## config.mk

```make
export PLATFORM = sky130hd
export DESIGN_NAME = pic_rw_control
export DESIGN_NICKNAME = d
export VERILOG_FILES = /design/src/rtl/pic_rw_control.sv
export SDC_FILE = /design/constraint.sdc
export NUM_CORES = 1
export LEC_CHECK = 0
export ABC_AREA = 1
export CORE_MARGIN = 5
export CORE_UTILIZATION = 50
export DETAILED_ROUTE_END_ITERATION = 8
export GPL_ROUTABILITY_DRIVEN = 0
export PLACE_DENSITY = 0.93
export SLEW_MARGIN = 0
export SYNTH_ARGS = -nofsm -noshare
export SYNTH_HDL_FRONTEND = slang
export SYNTH_SLANG_ARGS = --single-unit
```

## constraint.sdc

```tcl
create_clock -name clk -period 3.3 [get_ports clk]
set_clock_uncertainty 0.15 [all_clocks]
set_input_delay 0.66 -clock clk [delete_from_list [all_inputs] [get_ports clk]]
set_output_delay 0.66 -clock clk [all_outputs]
set_load 0.02 [all_outputs]
```

## src/rtl/pic_rw_control.sv

```systemverilog
// -----------------------------------------------------------------------------
// pic_rw_control
//
// Read/write control and initialization sequencer of an 8259-compatible PIC.
// Samples the CPU strobes and the internal data bus every cycle, commits a
// write on the cycle after the write strobe ends, runs the ICW1..ICW4
// initialization sequence, holds the resulting configuration and the
// interrupt mask, decodes OCW2/OCW3, and selects the CPU read-back byte.
//
// Ports:
//   clk, rst_n          system clock, asynchronous active-low reset
//   cs_n, rd_n, wr_n    CPU chip select / read / write strobes (active low)
//   a0                  CPU address bit 0
//   internal_d[7:0]     write data from the data bus buffer
//   irr[7:0], isr[7:0]  request / in-service registers for read-back
//   read_data[7:0]      byte to drive on a CPU read (0 when not reading)
//   read_oe             a valid CPU read is in progress
//   init_done           ICW sequence complete
//   ltim, sngl          ICW1 D3, D1
//   vector_base[4:0]    ICW2 D7:D3
//   cascade_cfg[7:0]    ICW3 byte
//   aeoi, upm           ICW4 D1, D0
//   imr[7:0]            interrupt mask register (OCW1)
//   ocw2_cmd[7:0]       last OCW2 byte
//   ocw2_valid          one-cycle pulse when ocw2_cmd is updated
//   ris, smm            OCW3 read-ISR select, special mask mode
// -----------------------------------------------------------------------------
module pic_rw_control (
    input  logic       clk,
    input  logic       rst_n,
    input  logic       cs_n,
    input  logic       rd_n,
    input  logic       wr_n,
    input  logic       a0,
    input  logic [7:0] internal_d,
    input  logic [7:0] irr,
    input  logic [7:0] isr,
    output logic [7:0] read_data,
    output logic       read_oe,
    output logic       init_done,
    output logic       ltim,
    output logic       sngl,
    output logic [4:0] vector_base,
    output logic [7:0] cascade_cfg,
    output logic       aeoi,
    output logic       upm,
    output logic [7:0] imr,
    output logic [7:0] ocw2_cmd,
    output logic       ocw2_valid,
    output logic       ris,
    output logic       smm
);

    typedef enum logic [2:0] {
        ST_UNINIT    = 3'd0,
        ST_WAIT_ICW2 = 3'd1,
        ST_WAIT_ICW3 = 3'd2,
        ST_WAIT_ICW4 = 3'd3,
        ST_READY     = 3'd4
    } state_t;

    // Strobe / bus samples from the previous cycle
    logic       cs_n_r, wr_n_r, rd_n_r, a0_r;
    logic [7:0] data_r;

    // Architectural state
    state_t     state_r, state_s;
    logic       ic4_r, ic4_s;
    logic       init_done_r, init_done_s;
    logic       ltim_r, ltim_s;
    logic       sngl_r, sngl_s;
    logic [4:0] vector_base_r, vector_base_s;
    logic [7:0] cascade_cfg_r, cascade_cfg_s;
    logic       aeoi_r, aeoi_s;
    logic       upm_r, upm_s;
    logic [7:0] imr_r, imr_s;
    logic [7:0] ocw2_cmd_r, ocw2_cmd_s;
    logic       ocw2_valid_r, ocw2_valid_s;
    logic       ris_r, ris_s;
    logic       smm_r, smm_s;

    logic       commit_s;
    logic       read_oe_s;
    logic [7:0] read_data_s;

    // A write that overlapped a read strobe never commits (rd_n_r must be 1).
    assign commit_s = wr_n & ~wr_n_r & ~cs_n_r & rd_n_r;

    // Sample the CPU strobes and data bus every cycle
    always_ff @(posedge clk or negedge rst_n) begin
        if (!rst_n) begin
            cs_n_r <= 1'b1;
            wr_n_r <= 1'b1;
            rd_n_r <= 1'b1;
            a0_r   <= 1'b0;
            data_r <= 8'h00;
        end else begin
            cs_n_r <= cs_n;
            wr_n_r <= wr_n;
            rd_n_r <= rd_n;
            a0_r   <= a0;
            data_r <= internal_d;
        end
    end

    // Sequencer state and configuration registers
    always_ff @(posedge clk or negedge rst_n) begin
        if (!rst_n) begin
            state_r       <= ST_UNINIT;
            ic4_r         <= 1'b0;
            init_done_r   <= 1'b0;
            ltim_r        <= 1'b0;
            sngl_r        <= 1'b0;
            vector_base_r <= 5'd0;
            cascade_cfg_r <= 8'h00;
            aeoi_r        <= 1'b0;
            upm_r         <= 1'b0;
            imr_r         <= 8'h00;
            ocw2_cmd_r    <= 8'h00;
            ocw2_valid_r  <= 1'b0;
            ris_r         <= 1'b0;
            smm_r         <= 1'b0;
        end else begin
            state_r       <= state_s;
            ic4_r         <= ic4_s;
            init_done_r   <= init_done_s;
            ltim_r        <= ltim_s;
            sngl_r        <= sngl_s;
            vector_base_r <= vector_base_s;
            cascade_cfg_r <= cascade_cfg_s;
            aeoi_r        <= aeoi_s;
            upm_r         <= upm_s;
            imr_r         <= imr_s;
            ocw2_cmd_r    <= ocw2_cmd_s;
            ocw2_valid_r  <= ocw2_valid_s;
            ris_r         <= ris_s;
            smm_r         <= smm_s;
        end
    end

    // Next-state and register update decode for a committed write
    always_comb begin
        state_s       = state_r;
        ic4_s         = ic4_r;
        init_done_s   = init_done_r;
        ltim_s        = ltim_r;
        sngl_s        = sngl_r;
        vector_base_s = vector_base_r;
        cascade_cfg_s = cascade_cfg_r;
        aeoi_s        = aeoi_r;
        upm_s         = upm_r;
        imr_s         = imr_r;
        ocw2_cmd_s    = ocw2_cmd_r;
        ocw2_valid_s  = 1'b0;
        ris_s         = ris_r;
        smm_s         = smm_r;

        if (commit_s) begin
            if (!a0_r && data_r[4]) begin
                // ICW1 restarts initialization from any state
                ltim_s      = data_r[3];
                sngl_s      = data_r[1];
                ic4_s       = data_r[0];
                imr_s       = 8'h00;
                ris_s       = 1'b0;
                smm_s       = 1'b0;
                aeoi_s      = 1'b0;
                upm_s       = 1'b0;
                init_done_s = 1'b0;
                state_s     = ST_WAIT_ICW2;
            end else begin
                case (state_r)
                    ST_WAIT_ICW2: begin
                        if (a0_r) begin
                            vector_base_s = data_r[7:3];
                            if (!sngl_r) begin
                                state_s = ST_WAIT_ICW3;
                            end else if (ic4_r) begin
                                state_s = ST_WAIT_ICW4;
                            end else begin
                                state_s     = ST_READY;
                                init_done_s = 1'b1;
                                aeoi_s      = 1'b0;
                                upm_s       = 1'b0;
                            end
                        end else begin
                            state_s = ST_WAIT_ICW2;
                        end
                    end
                    ST_WAIT_ICW3: begin
                        if (a0_r) begin
                            cascade_cfg_s = data_r;
                            if (ic4_r) begin
                                state_s = ST_WAIT_ICW4;
                            end else begin
                                state_s     = ST_READY;
                                init_done_s = 1'b1;
                                aeoi_s      = 1'b0;
                                upm_s       = 1'b0;
                            end
                        end else begin
                            state_s = ST_WAIT_ICW3;
                        end
                    end
                    ST_WAIT_ICW4: begin
                        if (a0_r) begin
                            aeoi_s      = data_r[1];
                            upm_s       = data_r[0];
                            state_s     = ST_READY;
                            init_done_s = 1'b1;
                        end else begin
                            state_s = ST_WAIT_ICW4;
                        end
                    end
                    ST_READY: begin
                        if (a0_r) begin
                            imr_s = data_r;
                        end else if (!data_r[3]) begin
                            ocw2_cmd_s   = data_r;
                            ocw2_valid_s = 1'b1;
                        end else begin
                            // OCW3: each field only updates when its enable bit is set
                            if (data_r[1]) begin
                                ris_s = data_r[0];
                            end else begin
                                ris_s = ris_r;
                            end
                            if (data_r[6]) begin
                                smm_s = data_r[5];
                            end else begin
                                smm_s = smm_r;
                            end
                        end
                    end
                    default: begin
                        state_s = state_r;
                    end
                endcase
            end
        end else begin
            state_s = state_r;
        end
    end

    // Combinational read-back select
    always_comb begin
        read_oe_s   = ~cs_n & ~rd_n & wr_n;
        read_data_s = 8'h00;
        if (read_oe_s) begin
            if (a0) begin
                read_data_s = imr_r;
            end else if (ris_r) begin
                read_data_s = isr;
            end else begin
                read_data_s = irr;
            end
        end else begin
            read_data_s = 8'h00;
        end
    end

    assign read_oe     = read_oe_s;
    assign read_data   = read_data_s;
    assign init_done   = init_done_r;
    assign ltim        = ltim_r;
    assign sngl        = sngl_r;
    assign vector_base = vector_base_r;
    assign cascade_cfg = cascade_cfg_r;
    assign aeoi        = aeoi_r;
    assign upm         = upm_r;
    assign imr         = imr_r;
    assign ocw2_cmd    = ocw2_cmd_r;
    assign ocw2_valid  = ocw2_valid_r;
    assign ris         = ris_r;
    assign smm         = smm_r;

endmodule

```

==> key figures <==
Critical path
  • RR Endpoint: aeoi$_DFFE_PN0P_
  • Worst Path Arrival: approximately 2.3 ns
  • Cell family with the largest share of critical-path delay: buffers and inverters
  • Most used cell, CP: clkdlybuf4s50_1
  • Nature of the critical path endpoint: primary output
  • WS Path Type: primary input to primary output
  • Reg2Reg Setup Slack: between 1 and 1.5 ns
  • CP peak stage delay: 0.62 ns
  • Reg2reg path depth: 7
  • CP Cell Sequence: clkdlybuf4s50_1 > nor3b_2 > buf_4 > o21ai_0 > a31oi_1 > clkdlybuf4s50_1
  • Crit path max-delay cell type: clkdlybuf4s50_1
  • Setup crit start kind: primary input
  • Reg-to-Reg Start: a0_r$_DFF_PN0_
  • Sum of buffers and inverters on the critical path: 3
  • Crit path max fanout: 9
  • Req. time, crit path: 2.49 ns

Power
  • Pleak: around 1.5 nW
  • PwrDens: about 590 nW/µm²
  • Max VDD drop: between 0.4 and 0.5 mV

STA
  • Worst-margin pin slew: 0.639 ns
  • Endpoints failing hold: 0
  • Final worst-path cycle share: roughly 95%
  • Slew margin rel.: 57.4%
  • Unrepaired setup endpoints after global routing: no
  • Fmax: 317 MHz
  • Slew Limit Fails: 0
  • Period minus WS final: 3.15 ns
  • # setup viols final: 0
  • Setup tns final: 0 ns

Drt
  • Drt total wl: around 6000 µm
  • First-pass DRT Iterations: 4
  • Via Count: approximately 2100
  • # DRC: 0
  • First DRT Iteration DRCs: 80
  • Routed len/inst: around 14 µm
  • Routed Antenna Nets: 0
  • Drt via density: about 5.3

Finish
  • Most frequent cells in the layout: 74 x nand2_1, 73 x clkdlybuf4s50_1, 49 x dfrtp_1, 30 x o21ai_0, 26 x nor2_1
  • Antenna diodes: 0
  • Nets@finish: about 380
  • Area growth syn-to-layout: 36.3%
  • Fin cells: 406
  • Share of layout cells above drive strength 1: between 10 and 15%
  • Commonest non-fill, non-tap cell in the layout: nand2_1

Synth
  • Synthesized Nets: around 300
  • XOR/XNOR Fraction of Synth Area: 0%
  • Synth Cell Area: roughly 2400 µm²
  • Post-synthesis mux area share: 0%
  • Fraction of registers with async set/reset: between 90% and 100%
  • Main combinational cell family by area after synthesis: simple AND/OR/NAND/NOR gates
  • Top_reg_cell synth: dfrtp_1
  • Post-synthesis simple-gate area fraction: 25.8%
  • Adder-cell share of the synthesized area: 0%
  • Synth Area per Inst: 8.82 µm²
  • Distinct cells, synth: 28
  • Synth area leader: dfrtp_1
  • Number of synthesized register bits: 52
  • Top cells by area, synth: dfrtp_1 51%, nand2_1 11%, o21ai_0 6.2%, nor2_1 4.0%, dfstp_2 3.3%
  • Seq/Total Area, Yosys: ~54%
  • Synthesis Warnings: 0
  • Post-synthesis cell count: around 270
  • Compound-gate portion of the synthesized area: 14.7%
  • EDFF count, synth: 0
  • Yosys top cell area share: around 51%

Placement
  • PortBufs: 74
  • Post-DP HPWL: roughly 4400 µm
  • Placed Instances: 398

Global routing
  • First-pass GRT wire length: a little under 10000 µm
  • Pin count of the biggest net entering global routing: 53
  • Grt ovf: 0
  • Number of global-route vias before repair: 2081
  • Gr usage total: between 10% and 20%
  • Antenna violations before repair: 0

Clocking
  • # resized after CTS: 0
  • CTS root buf: clkbuf_8
  • Clock slew at reported path FFs: approximately 0.1 ns
  • Total CTS buffers: 5
  • H-tree depth: 2
  • CTS tree: yes
  • Clock latency on the worst-skew pair: between 0.3 and 0.4 ns
  • Clk sinks: 52
  • Setup repair bufs after CTS: 0
  • CTS Buffer Depth: 2
  • Number of hold buffers added after cts: 0

Status
  • Status: finished, final reports clean

Die
  • Die width: between 70 and 80 µm
  • Initial core utilization: 51.5%
  • Top Ports: 76
  • Number of cell rows: 25
  • Die Y: ~80 µm
  • Core ar.: between 4000 and 5000 µm²
  • Die area: 6320 µm²

Hold path
  • Hold Crit Class: primary input to asynchronous set/reset pin

Run
  • Max Cap Violations: 0
-- cell usage after synthesis, types with 2 or more instances --
cell type	number
nand3_1	8
inv_2	4
nand3_2	2
inv_1	18
nand3_4	2
nor2_2	2
nor2_4	2
a21oi_1	10
a31oi_1	8
nor2_1	26
nand2_2	5
o21ai_0	30
o21ai_2	8
o21ai_1	7
clkbuf_1	3
buf_4	3
nand2_1	74
dfstp_2	3
dfrtp_1	49
nand4_1	2
-- worst max-delay path by stage --
| stage | depth (start not counted) | slack (ns) | startpoint | to |
|---|---|---|---|---|
| finish | 6 | 0.15 | wr_n | read_data[0] |
| global route | 5 | 0.005 | a0 | read_data[2] |
| CTS | 6 | 0.15 | wr_n | read_data[2] |
| detailed placement | 6 | 0.15 | wr_n | read_data[2] |
| global placement | 6 | 0.21 | rd_n | read_data[6] |
| floorplan | 3 | 0.76 | rd_n | read_data[0] |
-- flip-flops by register name, indices dropped and copies added, names as in the netlist --
signal	count
cascade_cfg	8
data_r	8
imr	8
ocw2_cmd	7
vector_base	5
state_r	3
a0_r	1
aeoi	1
cs_n_r	1
ic4_r	1
init_done	1
ltim	1
ocw2_valid	1
rd_n_r	1
ris	1
smm	1
sngl	1
upm	1
wr_n_r	1
-- through the flow --
step / total power [mW] / util, % / cell area [µm²] / hold WS (ns) / setup slack, ns
floorplan: 1.26 / - / 2420 / 0.214 / 0.762
CTS: 1.94 / 70.2 / 3290 / 0.313 / 0.153
detailed placement: 1.57 / 68.1 / 3200 / 0.319 / 0.155
finish: 1.94 / 70.2 / 3290 / 0.298 / 0.150
global route: 2.04 / 70.2 / 3290 / 0.352 / 0.00459
global placement: 1.55 / 68.1 / 3200 / 0.306 / 0.208
-- cells by family (layout without fill, tap and decap cells) --
family / after synthesis / in the layout
other cells: 1 / 1
flops: 52 / 52
simple gates: 129 / 129
compound gates: 63 / 63
buf+inv: 29 / 107
-- report_power, final --
part	switching, mW	internal (mW)	leakage (nW)
clock network	0.221	0.156	0.0463
registers	0.113	0.753	0.670
logic	0.388	0.306	0.798
total	0.722	1.21	1.51
-- layer usage --
metal  routed length (µm)  track usage, %  vias up  part of all wire (%)
met1                 2480            24.9      995                    42
met3                  563            5.64        6                   9.6
met5                    0               0        -                     0
met2                 2770            32.1       87                    47
met4                   65            5.15        0                   1.1
li1                     -               -     1046                     -
-- area by class of cell --
cell class                 instances  area, µm²
timing repair buffer              77        758
tap                               54       67.6
clock inverter                     3       27.5
multi-input combinational        193        983
inverter                          22       82.6
fill                             361       1400
clock buffer                       5       68.8
sequential                        52       1310
Note: power is estimated with default switching activity, not from simulation.
